===== src/rtl/pwm_motor_driver.sv =====
// pwm_motor_driver
//   Multi-channel H-bridge PWM driver. A shared counter runs 0..PERIOD-1.
//   Each channel turns a signed PID command into a duty threshold and a
//   direction, and holds it as "pending" until the next wrap. At the wrap it
//   becomes "active", and the per-channel FSM (COAST/FWD/REV/DEAD) advances.
//   Whole PWM periods of coast are inserted on every direction reversal.
//
// Ports
//   clk, rstn         system clock (rising edge), async active-low reset
//   u_valid_i         one-cycle command strobe
//   u_chn_i           target channel; values >= NUM_CHN are dropped
//   u_data_i          signed command
//   enable            0 forces coast on every channel
//   brake[i]          1 forces in1 = in2 = 1 on channel i (below enable)
//   motor_in1/in2     registered bridge inputs, one cycle behind the counter
//   period_start      high on each cycle where the counter is 0
//   fsm_state         debug: channel i state in [2*i+1:2*i]
//                     (0 COAST, 1 FWD, 2 REV, 3 DEAD)
//
// Handshake: a command is taken on any rising edge where u_valid_i is high.
// There is no ready signal; the block always accepts.
module pwm_motor_driver #(
  parameter int NUM_CHN      = 4,
  parameter int DATA_WIDTH   = 16,
  parameter int CHN_WIDTH    = 3,
  parameter int CLK_FREQ     = 27_000_000,
  parameter int PWM_FREQ     = 100_000,
  parameter int U_MAX        = 1500,
  parameter int DUTY_MIN_PCT = 20,
  parameter int DUTY_MAX_PCT = 80,
  parameter int DEAD_PERIODS = 2,
  parameter int SLOW_DECAY   = 0
) (
  input  logic                         clk,
  input  logic                         rstn,
  input  logic                         u_valid_i,
  input  logic [CHN_WIDTH-1:0]         u_chn_i,
  input  logic signed [DATA_WIDTH-1:0] u_data_i,
  input  logic                         enable,
  input  logic [NUM_CHN-1:0]           brake,
  output logic [NUM_CHN-1:0]           motor_in1,
  output logic [NUM_CHN-1:0]           motor_in2,
  output logic                         period_start,
  output logic [2*NUM_CHN-1:0]         fsm_state
);

  localparam int PERIOD = CLK_FREQ / PWM_FREQ;
  localparam int DMIN   = PERIOD * DUTY_MIN_PCT / 100;
  localparam int DMAX   = PERIOD * DUTY_MAX_PCT / 100;
  localparam int CW     = $clog2(PERIOD + 1);
  localparam int MW     = 2 * DATA_WIDTH;

  typedef enum logic [1:0] {
    COAST = 2'd0,
    FWD   = 2'd1,
    REV   = 2'd2,
    DEAD  = 2'd3
  } state_t;

  // ---------------------------------------------------------------- counter
  logic [CW-1:0] cnt;
  logic          wrap;

  assign wrap = (cnt == CW'(PERIOD - 1));

  always_ff @(posedge clk or negedge rstn) begin
    if (!rstn) begin
      cnt          <= '0;
      period_start <= 1'b0;
    end else begin
      cnt          <= wrap ? '0 : cnt + 1'b1;
      period_start <= wrap;
    end
  end

  // ------------------------------------------------------ command -> thr
  logic signed [MW-1:0] u_ext;
  logic [MW-1:0]        u_mag;
  logic [MW-1:0]        u_sat;
  logic [MW-1:0]        thr_full;
  logic [CW-1:0]        thr_new;

  // Double width so the magnitude of the most negative value is representable.
  always_comb begin
    u_ext    = {{DATA_WIDTH{u_data_i[DATA_WIDTH-1]}}, u_data_i};
    u_mag    = u_ext[MW-1] ? $unsigned(-u_ext) : $unsigned(u_ext);
    u_sat    = (u_mag > MW'(U_MAX)) ? MW'(U_MAX) : u_mag;
    thr_full = MW'(DMIN) + (u_sat * MW'(DMAX - DMIN)) / MW'(U_MAX);
    thr_new  = (u_mag == '0) ? '0 : thr_full[CW-1:0];
  end

  // ---------------------------------------------------- pending registers
  logic [CW-1:0]      pend_thr [NUM_CHN];
  logic [NUM_CHN-1:0] pend_pos;
  logic [NUM_CHN-1:0] pend_neg;

  // Commands keep landing here even while disabled; loop match drops
  // out-of-range channel indices without indexing past the array.
  always_ff @(posedge clk or negedge rstn) begin
    if (!rstn) begin
      for (int i = 0; i < NUM_CHN; i++) pend_thr[i] <= '0;
      pend_pos <= '0;
      pend_neg <= '0;
    end else begin
      for (int i = 0; i < NUM_CHN; i++) begin
        if (u_valid_i && (u_chn_i == CHN_WIDTH'(i))) begin
          pend_thr[i] <= thr_new;
          pend_pos[i] <= (u_mag != '0) && !u_ext[MW-1];
          pend_neg[i] <= u_ext[MW-1];
        end
      end
    end
  end

  // ------------------------------------------------ per-channel FSM + out
  logic [CW-1:0]      act_thr  [NUM_CHN];
  logic [3:0]         dead_cnt [NUM_CHN];
  state_t             st       [NUM_CHN];
  logic [NUM_CHN-1:0] below;

  always_comb begin
    below     = '0;
    fsm_state = '0;
    for (int i = 0; i < NUM_CHN; i++) begin
      below[i]          = (cnt < act_thr[i]);
      fsm_state[2*i+:2] = st[i];
    end
  end

  function automatic state_t sign_state(input logic pos, input logic neg);
    if (pos)      return FWD;
    else if (neg) return REV;
    else          return COAST;
  endfunction

  always_ff @(posedge clk or negedge rstn) begin
    if (!rstn) begin
      for (int i = 0; i < NUM_CHN; i++) begin
        act_thr[i]  <= '0;
        dead_cnt[i] <= '0;
        st[i]       <= COAST;
      end
      motor_in1 <= '0;
      motor_in2 <= '0;
    end else begin
      for (int i = 0; i < NUM_CHN; i++) begin
        // Outputs use the current state and compare, hence one cycle of lag.
        if (!enable) begin
          motor_in1[i] <= 1'b0;
          motor_in2[i] <= 1'b0;
        end else if (brake[i]) begin
          motor_in1[i] <= 1'b1;
          motor_in2[i] <= 1'b1;
        end else begin
          case (st[i])
            FWD: begin
              motor_in1[i] <= (SLOW_DECAY != 0) ? 1'b1 : below[i];
              motor_in2[i] <= (SLOW_DECAY != 0) ? !below[i] : 1'b0;
            end
            REV: begin
              motor_in1[i] <= (SLOW_DECAY != 0) ? !below[i] : 1'b0;
              motor_in2[i] <= (SLOW_DECAY != 0) ? 1'b1 : below[i];
            end
            default: begin
              motor_in1[i] <= 1'b0;
              motor_in2[i] <= 1'b0;
            end
          endcase
        end

        if (wrap) act_thr[i] <= pend_thr[i];

        if (!enable) begin
          st[i]       <= COAST;
          dead_cnt[i] <= '0;
        end else if (wrap) begin
          case (st[i])
            COAST: st[i] <= sign_state(pend_pos[i], pend_neg[i]);
            FWD: begin
              if (pend_neg[i]) begin
                if (DEAD_PERIODS == 0) begin
                  st[i] <= REV;
                end else begin
                  st[i]       <= DEAD;
                  dead_cnt[i] <= 4'(DEAD_PERIODS);
                end
              end else if (!pend_pos[i]) begin
                st[i] <= COAST;
              end
            end
            REV: begin
              if (pend_pos[i]) begin
                if (DEAD_PERIODS == 0) begin
                  st[i] <= FWD;
                end else begin
                  st[i]       <= DEAD;
                  dead_cnt[i] <= 4'(DEAD_PERIODS);
                end
              end else if (!pend_neg[i]) begin
                st[i] <= COAST;
              end
            end
            default: begin
              // dead_cnt counts periods still owed; 1 at a wrap means the
              // last one just ended. Sign changes here never reload it.
              if (dead_cnt[i] <= 4'd1) begin
                st[i]       <= sign_state(pend_pos[i], pend_neg[i]);
                dead_cnt[i] <= '0;
              end else begin
                dead_cnt[i] <= dead_cnt[i] - 4'd1;
              end
            end
          endcase
        end
      end
    end
  end

endmodule


===== config.mk =====
export PLATFORM = sky130hd
export DESIGN_NAME = pwm_motor_driver
export DESIGN_NICKNAME = d
export VERILOG_FILES = /design/src/rtl/pwm_motor_driver.sv
export SDC_FILE = /design/constraint.sdc
export NUM_CORES = 1
export LEC_CHECK = 0
export BUFFER_PORTS_ARGS = -buffer_cell sky130_fd_sc_hd__buf_4
export CORE_MARGIN = 3
export CORE_UTILIZATION = 55
export DETAILED_ROUTE_END_ITERATION = 8
export PLACE_DENSITY = 0.67
export SETUP_SLACK_MARGIN = 0.3
export SLEW_MARGIN = 0
export SYNTH_ARGS = -nofsm -noshare
export SYNTH_HDL_FRONTEND = slang
export SYNTH_SLANG_ARGS = --single-unit

===== constraint.sdc =====
create_clock -name clk -period 3.1 [get_ports clk]
set_input_delay 0.465 -clock clk [delete_from_list [all_inputs] [get_ports clk]]
set_output_delay 0.465 -clock clk [all_outputs]
set_load 0.05 [all_outputs]

* After elaboration in Yosys (flattened, before gate mapping)
Cells that the tools add are included.
** Cells by class
- $add $sub $neg :: 7
- Multiply operators :: 1
- Div/mod/pow operators :: 1
- Magnitude comparators :: 9
- Equal/unequal tests :: 37
- Mux-type cells :: 92
- Reduce and logical (&&, ||, !) cells :: 21
** Operators with widths (count)
- $mux W4 :: 20
- $mux W2 :: 36
- $mux W32 :: 2
- $pmux W4 S3 :: 4
- $lt A9 B9 Y1 :: 4
- $div A32 B11 Y32 const B :: 1
- $gt A32 B11 Y1 const B :: 1
- $logic_not A32 Y1 :: 1
- $mul A32 B7 Y31 const B :: 1
- $ne A4 B4 Y1 const B :: 8
- $neg A16 Y32 :: 1
- $reduce_and A4 Y1 :: 8
- $reduce_bool A32 Y1 :: 1
- $mux W1 :: 24
- $ne A3 B3 Y1 const B :: 8
- $pmux W2 S3 :: 4
- $ne A5 B1 Y1 const B :: 4
- $mux W9 :: 2
- $le A4 B1 Y1 const B :: 4
- $sub A4 B1 Y4 const B :: 4
- $add A6 B9 Y9 const A :: 1
- $add A9 B1 Y9 const B :: 1
- $eq A9 B9 Y1 const B :: 1
- $eq A2 B1 Y1 const B :: 4
- other kinds (9) :: 23
** Storage, ports and cells
- Bits in registers :: 122
- Bits of input ports :: 27
- Logic and storage cells :: 196

* Logic depth before layout (Yosys ltp)
Gate-level depths: netlist of the first run.
- Depth after elaboration :: 8
- Mapped depth :: 111
- Mapped depth without buffers :: 94

* Worst setup path after synthesis of the first run
No wires, ideal clock.
- Path kind :: in2reg
- Start point :: input port u_data_i[2]
- End point :: register pend_thr[16] (netlist name)
- Data arrival time :: 16.585 ns
- Data required time :: 3.017 ns
- Setup slack :: -13.568 ns
- Cell stages on the path :: 74
- Buffers on the path :: 7
- Path through :: clkbuf_1 or2_2 nor3_1 nand3_1 nor4_1 a21oi_1 o22a_1 a2111oi_0 and2_0 clkbuf_1 inv_1 ha_1 ha_1 ha_1 fa_1 ha_1 o211ai_1 o21ai_2 [38 not listed] o21ai_1 a21o_1 maj3_2 xnor2_2 a211oi_1 nor2_2 buf_4 nand2_1 a311oi_2 a21oi_2 a31oi_2 ha_1 nor2_1 nor2_1 a21oi_1 xnor2_1 nand2_1 o21ai_0
** Between the ends
- Longest elaborated chain between the ends :: 8
- Elaborated cells on any way between the ends :: 9
** RTL lines
- start, declared :: line 38 : input logic signed [DATA_WIDTH-1:0] u_data_i,
- $neg A16 Y32 :: line 86 : u_mag = u_ext[MW-1] ? $unsigned(-u_ext) : $unsigned(u_ext);
- $mux W32 (*) :: line 86
- $gt A32 B11 Y1 :: line 87 : u_sat = (u_mag > MW'(U_MAX)) ? MW'(U_MAX) : u_mag;
- $mux W32 :: line 87
- $mul A32 B7 Y31 :: line 88 : thr_full = MW'(DMIN) + (u_sat * MW'(DMAX - DMIN)) / MW'(U_MAX);
- $div A32 B11 Y32 :: line 88
- $add A6 B9 Y9 :: line 88
- $mux W9 (*) :: line 89 : thr_new = (u_mag == '0) ? '0 : thr_full[CW-1:0];
- end signal, assigned by index :: line 107 : pend_thr[i] <= thr_new;
- end, declared :: line 93 : logic [CW-1:0] pend_thr [NUM_CHN];
Every way passes the cells marked *; elsewhere a longest branch is shown, timed or not.
A chain may end at the register's enable or synchronous reset.

* Final worst setup path of the first run
- Start point :: input port u_data_i[4]
- End point :: register pend_thr[35] (netlist name)
Same word-level chain as after synthesis.

==> impl_metrics.env, run 1 <==
export IMPL_cts_root_buf="clkbuf_16"
export IMPL_core_area_um2=32000
export IMPL_yosys_warnings=0
export IMPL_clock_latency_ns=0.42
export IMPL_synth_compound_area_share_pct=32.4
export IMPL_die_area_um2=35000
export IMPL_maxCapViolations=0
export IMPL_multi_input_area_um2=15500
export IMPL_htreeDepth=4
export IMPL_globalplace_congestion=0.957
export IMPL_crit_path_start_kind="input port"
export IMPL_slew_limit_headroom_pct=28.4
export IMPL_avgSynthCellArea_um2=7.56
export IMPL_met2_usage_pct=51.3
export IMPL_crit_fanout=8
export IMPL_drt_iter0_markers=1539
export IMPL_antenna_found_initial=0
export IMPL_finalCriticalPeriod_ns=14.98
export IMPL_synthDistinctLibCells=128
export IMPL_synth_simple_gate_area_share_pct=22.7
export IMPL_synthArstFlopShare_pct=100
export IMPL_worst_pin_slew_ns=1.07
export IMPL_grtUsageTotal_pct=30.5
export IMPL_netlist_instances=2385
export IMPL_rsz0062_at_grt="yes"
export IMPL_ff2ff_path_depth=7
export IMPL_synthMuxAreaShare_pct=1.85
export IMPL_syn_to_final_growth_pct=34.1
export IMPL_synth_top_family_by_area="compound AO/OA/AOI/OAI gates"
export IMPL_finalWirelength_mm=57.2
export IMPL_hold_buffers=0
export IMPL_drive_above_1_share_pct=28.8
export IMPL_synthAdderAreaFrac_pct=13.9
export IMPL_max_stage_delay_ns=0.48
export IMPL_drv_slew=0
export IMPL_grt_pass1_vias=18900
export IMPL_dr_pass1_iters=6
export IMPL_crit_path_end_kind="flip-flop"
export IMPL_instances_no_fill=3316
export IMPL_timing_fmax_mhz=66.8
export IMPL_hpwl_mm=43.6
export IMPL_via_per_inst=6.12
export IMPL_crit_type="input port to flip-flop"
export IMPL_syn_area_um2=18000
export IMPL_cts_clk_slew_worst_paths_ns=0.06
export IMPL_port_buffers=43
export IMPL_clk_path_buf_depth=2
export IMPL_route_detailed_drc=0
export IMPL_grt_use_met1_pct=42.4
export IMPL_grt_pass1_wl_mm=91.5
export IMPL_gr_total_overflow=0
export IMPL_synthXorXnorAreaFrac_pct=6.71
export IMPL_via_count=20300
export IMPL_status="finished with violations"
export IMPL_use_met3_pct=2.59
export IMPL_cts_sinks=122
export IMPL_finalSetupViolations=36
export IMPL_antenna_left=0
export IMPL_dp_cells=3233
export IMPL_n_antenna_cell=0
export IMPL_yosys_register_bits=122
export IMPL_crit_required_ns=3.40
export IMPL_synth_edff_count=0
export IMPL_worst_hold_path_type="input port to async pin"
export IMPL_crit_arrival_ns=15.28
export IMPL_critical_path_slowest_cell="fa_1"
export IMPL_min_period_over_period_pct=483
export IMPL_seq_area_um2=3050
export IMPL_row_count=65
export IMPL_start_util_pct=56.4
export IMPL_nNetsFinal=3073
export IMPL_top_usage_layer="met2"
export IMPL_wl_per_cell_um=17.2
export IMPL_cts_buffers=17
export IMPL_cts_tree="built"
export IMPL_n_fill_cell=2437
export IMPL_die_y_um=187
export IMPL_ios=44
export IMPL_seq_area_frac_synth_pct=16.9
export IMPL_die_w_um=187
export IMPL_grt_max_degree=64
export IMPL_violations="negative setup slack"
export IMPL_hold_violations=0
export IMPL_ys_flop_type="dfrtp_1"
export IMPL_layout_setup_ws_ns=-11.88
export IMPL_fin_skew_ns=0.0115
[area by class of cell]
type,count,share of cell area [%]
multi-input combinational,2064,64.3
timing repair buffer,500,15.9
sequential,122,12.6
inverter,164,2.55
tap,435,2.25
clock buffer,19,1.83
clock inverter,12,0.580
[worst paths after layout]
path,start,endpoint,slack [ns]
worst max-delay path,u_data_i[4],pend_thr[35],-11.88
worst min-delay path,rstn,dead_cnt[14],0.07
worst max register to register,cnt[4],dead_cnt[15],0.49
worst min register to register,pend_thr[14],act_thr[14],0.47
max in group asynchronous,rstn,cnt[4],2.28
min in group clk,brake[3],motor_in1[3],0.30
[worst max-delay path: cells and delay by family]
family                     cells  cell delay (ns)
AOI/OAI and AO/OA             42             9.11
and+or+nand+nor               10             1.98
adders and majority gates      6             1.82
buffers and inverters          7             1.05
xor gates and xnor gates       3             0.52
muxes                          1             0.27
[cell usage after synthesis (all sizes together) (9+ instances only)]
| master | instances | area, um2 |
|---|---|---|
| or4 | 9 | 67.6 |
| o31a | 9 | 78.8 |
| xor2 | 44 | 400 |
| o21a | 26 | 196 |
| and3 | 26 | 168 |
| o211a | 17 | 178 |
| xnor2 | 88 | 808 |
| nand3 | 67 | 353 |
| a211oi | 30 | 245 |
| o31ai | 28 | 220 |
| dfrtp | 122 | 3050 |
| fa | 22 | 440 |
| buf | 33 | 183 |
| or3 | 31 | 199 |
| nor3 | 59 | 305 |
| a31oi | 41 | 288 |
| inv | 164 | 616 |
| o211ai | 25 | 211 |
| and2 | 30 | 188 |
| nor4 | 26 | 178 |
| o21ai | 247 | 1260 |
| o22ai | 14 | 93.8 |
| nor2b | 29 | 181 |
| o311ai | 9 | 114 |
| a21o | 32 | 241 |
| a21oi | 161 | 821 |
| or2 | 22 | 140 |
| nor2 | 178 | 683 |
| o2111ai | 9 | 85.1 |
| nand2 | 277 | 1050 |
| nand4 | 21 | 131 |
| a2111oi | 10 | 144 |
| a21boi | 18 | 135 |
| a211o | 17 | 149 |
| maj3 | 13 | 131 |
| clkbuf | 47 | 176 |
| a2bb2oi | 10 | 100 |
| ha | 155 | 1940 |
| nand2b | 29 | 181 |
| o221ai | 9 | 78.8 |
| mux2i | 16 | 173 |
| a22oi | 12 | 90.1 |
| mux2 | 14 | 161 |
[sequential cells by signal (all words and copies together), names as in the netlist]
register,count
cnt,9
motor_in1,4
dead_cnt,16
pend_neg,4
pend_thr,36
pend_pos,4
act_thr,36
fsm_state,8
motor_in2,4
period_start,1
[metal layers]
metal / vias to the layer above / routed length, um
met1: 9765 / 25700
met5: - / 0
met3: 105 / 3210
li1: 9749 / -
met2: 690 / 27000
met4: 0 / 1260
[per-stage QoR]
stage          util (%)  hold WS, ns  cell area (um2)  TNS [ns]  setup WS, ns
2_1_floorplan         -        0.169            18700   -414.88        -11.85
3_3_place_gp       69.5        0.454            22200   -431.44        -12.14
3_5_place_dp       69.5        0.450            22200   -444.13        -12.50
4_1_cts            72.2       0.0976            23100   -414.82        -11.71
5_1_grt            75.6        0.120            24200   -443.33        -12.53
6_report           75.6       0.0678            24200   -418.83        -11.88
[timing repair]
action                                  CTS  global route
resized for setup                        33           156
endpoints found under the setup margin   36            40
buffers inserted                         16            36
pin swaps                                33            67
[kinds of logic (layout without fill, tap and decap cells)]
| family | Yosys count | count (layout) |
|---|---|---|
| AOI/OAI and AO/OA | 832 | 832 |
| xor gates and xnor gates | 132 | 132 |
| adders and majority gates | 190 | 190 |
| buffers and inverters | 244 | 695 |
| DFF | 122 | 122 |
| muxes | 30 | 30 |
| other | 2 | 47 |
| and+or+nand+nor | 833 | 833 |
[cells in the final DEF (no fill, tap or decap), types with 17 or more instances in the layout]
master,instances
buf_4,486
nand2_1,262
o21ai_0,165
nor2_1,164
inv_1,158
a21oi_1,140
ha_1,139
dfrtp_1,122
xnor2_1,77
nand3_1,60
nor3_1,52
conb_1,47
o21ai_1,44
o21ai_2,36
a31oi_1,32
xor2_1,32
a21o_1,31
and2_1,28
or3_1,28
nor2b_1,28
nand2b_1,26
o21a_1,25
and3_1,25
o211ai_1,22
fa_1,22
nand4_1,21
a211oi_1,20
nor4_1,18
a211o_1,17
clkbuf_16,17
Power of run 1 is left out: the tool's default activity adds up to more than one toggle a clock period on the data nets, which glitch-free logic cannot reach.
==> run 2: changes to the inputs <==
Settings changed: PLACE_DENSITY 0.67 to 0.71.
==> run 2 against run 1 <==
The run still ends with negative setup slack left. Core utilization up 0.37 points. Register-to-register slack worse by 0.02 ns. Count of clock-buffer cells in the layout unchanged. Non-clock buffer count up 12. Sequential share of layout area down 0.061 points. First-iteration DRC count up 0.58%. Die area unchanged. Routed wire length up 1.1%. Final cell count up 0.39%. Critical endpoint unchanged.
==> impl_metrics.env, run 2 (synthesis results as in run 1) <==
export IMPL_cts_buffers=17
export IMPL_syn_to_final_growth_pct=34.7
export IMPL_timing_rr_start="cnt[4]"
export IMPL_critPathMostFrequentCell="buf_4"
export IMPL_cts_clk_slew_worst_paths_ns=0.06
export IMPL_via_per_inst=6.16
export IMPL_grt_pass1_vias=19600
export IMPL_grt_pass1_wl_mm=93.3
export IMPL_crit_type="input port to flip-flop"
export IMPL_ios=44
export IMPL_n_fill_cell=2366
export IMPL_finalCriticalPeriod_ns=14.91
export IMPL_drt_iter0_markers=1548
export IMPL_core_area_um2=32000
export IMPL_drv_slew=0
export IMPL_status="finished with violations"
export IMPL_violations="negative setup slack"
export IMPL_critPathLaunch="u_data_i[4]"
export IMPL_die_w_um=187
export IMPL_critical_path_slowest_cell="fa_1"
export IMPL_hold_violations=0
export IMPL_gr_total_overflow=0
export IMPL_row_count=65
export IMPL_nNetsFinal=3085
export IMPL_fin_tns_setup_ns=-418.41
export IMPL_globalplace_congestion=0.954
export IMPL_grt_max_degree=76
export IMPL_worst_pin_slew_ns=1.07
export IMPL_crit_required_ns=3.40
export IMPL_ff2ff_path_depth=7
export IMPL_dr_pass1_iters=8
export IMPL_endpoint="pend_thr[35]"
export IMPL_max_stage_delay_ns=0.49
export IMPL_route_detailed_drc=0
export IMPL_cts_root_buf="clkbuf_16"
export IMPL_clock_latency_ns=0.42
export IMPL_mostFrequentLayoutCells="buf_4, nand2_1, o21ai_0"
export IMPL_pre_cts_slack_ns=-12.31
export IMPL_crit_arrival_ns=15.21
export IMPL_maxCapViolations=0
export IMPL_antenna_found_initial=0
export IMPL_clk_path_buf_depth=2
export IMPL_design_area_um2=24300
export IMPL_finalSetupViolations=36
export IMPL_post_dp_cell_area_um2=22200
export IMPL_crit_path_end_kind="flip-flop"
export IMPL_crit_path_start_kind="input port"
export IMPL_die_area_um2=35000
export IMPL_layout_setup_ws_ns=-11.81
export IMPL_timing_rr_end="dead_cnt[3]"
export IMPL_slew_limit_headroom_pct=28.6
export IMPL_rsz0062_at_grt="yes"
export IMPL_cts_sinks=122
export IMPL_n_antenna_cell=0
export IMPL_htreeDepth=4
export IMPL_port_buffers=43
export IMPL_instances_no_fill=3329
export IMPL_hpwl_mm=43.4
export IMPL_dp_cells=3232
export IMPL_cts_tree="built"
export IMPL_timing_fmax_mhz=67.1
export IMPL_drive_above_1_share_pct=29.6
export IMPL_final_common_cell="buf_4"
export IMPL_antenna_left=0
export IMPL_fin_skew_ns=0.0115
export IMPL_worst_hold_path_type="input port to async pin"
export IMPL_top_regs="act_thr: 36 flops, pend_thr: 36 flops, dead_cnt: 16 flops"
export IMPL_min_period_over_period_pct=481
export IMPL_start_util_pct=56.4
export IMPL_via_count=20500
export IMPL_ff2ff_setup_slack_ns=0.47
export IMPL_die_y_um=187
export IMPL_grtUsageTotal_pct=31.0
export IMPL_crit_fanout=7
export IMPL_finalWirelength_mm=57.8
export IMPL_hold_buffers=0
export IMPL_wl_per_cell_um=17.4
==> run 2: metal layers <==
metal	track usage (%)	share of wire (%)
met5	0	0
met4	9.65	3.2
met3	3.15	6.3
met2	52.8	48
met1	41.5	43
==> run 2: worst max-delay path, delay by kind of cell <==
kind / cells / cell delay, ns
AOI/OAI and AO/OA: 38 / 7.83
xor gates and xnor gates: 3 / 0.47
adders and majority gates: 6 / 1.73
buffers and inverters: 11 / 1.27
muxes: 1 / 0.26
and+or+nand+nor: 15 / 3.13
==> run 2: how the worst min path moves through the flow <==
stage / startpoint / to / depth (start not counted)
after floorplan: rstn / act_thr[0] / 0
after global placement: pend_thr[18] / act_thr[18] / 2
after detailed placement: pend_thr[27] / act_thr[27] / 2
after CTS: rstn / fsm_state[3] / 1
after global routing: rstn / fsm_state[3] / 1
final: rstn / fsm_state[3] / 1
==> run 2: what timing repair did <==
item	in CTS	in global routing
resized for setup	95	116
endpoints found under the setup margin	40	40
cloned	0	0
setup buffers	46	19
pin swaps	77	66
==> run 2: metrics by stage <==
| stage | hold WS, ns | utilization (%) |
|---|---|---|
| 3_3_place_gp | 0.449 | 69.5 |
| 4_1_cts | 0.135 | 73.8 |
| 6_report | 0.102 | 76.0 |
| 2_1_floorplan | 0.169 | - |
| 3_5_place_dp | 0.465 | 69.5 |
| 5_1_grt | 0.179 | 76.0 |
==> run 2: area by class of cell <==
cell class | instances | area, um2 | share of cell area, %
multi-input cells | 2064 | 15500 | 64.0
repair buffers | 512 | 3950 | 16.3
well taps | 435 | 544 | 2.24
inverters | 164 | 618 | 2.55
clock inverters | 13 | 140 | 0.577
flip-flops and latches | 122 | 3050 | 12.6
clock buffers | 19 | 443 | 1.82
Power of run 2 is left out for the same reason.
==> run 3: changes to the inputs <==
Settings changed: CORE_ASPECT_RATIO set to 0.6, MAX_ROUTING_LAYER set to met4.
==> run 3 against run 2 <==
The flow still finishes with violations (negative setup slack). Via count increased by 0.46%. Critical path depth is 5 higher. Critical endpoint is now pend_thr[16]. Core utilization up 0.66 points. Hold slack worse by 0.041 ns. Final cell count is 0.63% lower. Routed wire length rose by 0.65%.
==> impl_metrics.env, run 3 (synthesis results as in run 1) <==
export IMPL_finalCriticalPeriod_ns=15.19
export IMPL_crit_fanout=6
export IMPL_via_count=20600
export IMPL_globalplace_congestion=0.945
export IMPL_via_per_inst=6.22
export IMPL_die_w_um=240
export IMPL_cts_sinks=122
export IMPL_instances_no_fill=3308
export IMPL_critPathMostFrequentCell="buf_4"
export IMPL_rsz0062_at_grt="yes"
export IMPL_maxCapViolations=0
export IMPL_layout_setup_ws_ns=-12.09
export IMPL_ff2ff_setup_slack_ns=0.40
export IMPL_finalWirelength_mm=58.2
export IMPL_min_period_over_period_pct=490
export IMPL_top_regs="act_thr: 36 flops, pend_thr: 36 flops, dead_cnt: 16 flops"
export IMPL_timing_rr_end="motor_in1[3]"
export IMPL_grt_max_degree=52
export IMPL_syn_to_final_growth_pct=34.8
export IMPL_clock_latency_ns=0.41
export IMPL_row_count=50
export IMPL_drive_above_1_share_pct=29.2
export IMPL_antenna_found_initial=0
export IMPL_violations="negative setup slack"
export IMPL_hpwl_mm=43.5
export IMPL_drv_slew=0
export IMPL_grt_pass1_vias=18500
export IMPL_start_util_pct=56.8
export IMPL_drt_iter0_markers=2055
export IMPL_route_detailed_drc=0
export IMPL_crit_path_end_kind="flip-flop"
export IMPL_cts_clk_slew_worst_paths_ns=0.06
export IMPL_ff2ff_path_depth=13
export IMPL_status="finished with violations"
export IMPL_n_antenna_cell=0
export IMPL_final_common_cell="buf_4"
export IMPL_cts_root_buf="clkbuf_16"
export IMPL_critPathLaunch="u_data_i[2]"
export IMPL_mostFrequentLayoutCells="buf_4, nand2_1, nor2_1"
export IMPL_dr_pass1_iters=6
export IMPL_crit_required_ns=3.41
export IMPL_fin_skew_ns=0.00431
export IMPL_htreeDepth=4
export IMPL_timing_rr_start="cnt[1]"
export IMPL_wl_per_cell_um=17.6
export IMPL_nNetsFinal=3083
export IMPL_clk_path_buf_depth=2
export IMPL_die_area_um2=35100
export IMPL_cts_buffers=17
export IMPL_crit_path_start_kind="input port"
export IMPL_port_buffers=43
export IMPL_die_y_um=146
export IMPL_hold_violations=0
export IMPL_max_stage_delay_ns=0.54
export IMPL_worst_hold_path_type="input port to async pin"
export IMPL_endpoint="pend_thr[16]"
export IMPL_cts_tree="built"
export IMPL_worst_pin_slew_ns=1.11
export IMPL_finalSetupViolations=36
export IMPL_n_fill_cell=2247
export IMPL_grt_pass1_wl_mm=90.9
export IMPL_crit_type="input port to flip-flop"
export IMPL_critical_path_slowest_cell="or4_4"
export IMPL_gr_total_overflow=0
export IMPL_grtUsageTotal_pct=31.4
export IMPL_crit_arrival_ns=15.51
export IMPL_core_area_um2=31700
export IMPL_timing_fmax_mhz=65.8
export IMPL_slew_limit_headroom_pct=26.3
export IMPL_timing_hold_ws_ns=0.0605
export IMPL_dp_cells=3219
export IMPL_antenna_left=0
export IMPL_ios=44
-- run 3: cell types whose count changed in the layout (fill, tap and decap cells not counted), moves of 4 or more --
cell	delta
buf_4	+4
buf_6	-7
nor2_1	+6
nor2_2	-7
nor3_2	+4
o21ai_1	-8
o21ai_2	+7
xnor2_2	-4
-- run 3: what timing repair did --
action / 4_1_cts / 5_1_grt
pin swaps: 28 / 94
gates cloned: 1 / 0
setup buffers: 11 / 45
resized for setup: 47 / 155
hold buffers: 0 / 0
endpoints found under the setup margin: 40 / 44
-- run 3: through the flow --
stage               TNS (ns)  utilization (%)  setup slack [ns]  cell area [um2]
detailed placement   -448.28             70.1            -12.74            22200
finish               -424.83             76.6            -12.09            24300
global route         -449.47             76.6            -12.82            24300
CTS                  -421.12             73.0            -12.01            23200
floorplan            -414.88                -            -11.85            18700
global placement     -432.71             70.1            -12.29            22200
-- run 3: layout make-up --
cell class                 count  area, um2  share of cell area [%]
multi-input combinational   2065      15600                    64.1
tap                          416        520                    2.14
timing repair buffer         509       3900                    16.1
inverter                     164        618                    2.54
clock buffer                  20        447                    1.84
sequential                   122       3050                    12.6
clock inverter                12        196                   0.808
-- run 3: critical path: cells and delay by family --
kind | cells | cell delay (ns)
multiplexers | 1 | 0.26
adder cells (fa/ha/maj) | 6 | 1.77
AND/OR/NAND/NOR | 17 | 3.06
buffers and inverters | 12 | 1.48
AO/OA/AOI/OAI | 36 | 7.25
XOR/XNOR | 7 | 1.18
-- run 3: worst min-delay path by stage --
| stage | depth (start not counted) | to | from |
|---|---|---|---|
| 6_report | 1 | fsm_state[2] | rstn |
| 5_1_grt | 1 | fsm_state[2] | rstn |
| 4_1_cts | 1 | fsm_state[2] | rstn |
| 3_5_place_dp | 2 | act_thr[29] | pend_thr[29] |
| 3_3_place_gp | 2 | act_thr[2] | pend_thr[2] |
| 2_1_floorplan | 0 | act_thr[0] | rstn |
-- run 3: routing by layer --
layer | routed length, um | GRT usage [%]
met5 | 0 | -
met4 | 676 | 4.50
met3 | 4350 | 4.40
met2 | 25600 | 46.0
met1 | 27600 | 46.8
Power of run 3 is left out for the same reason.
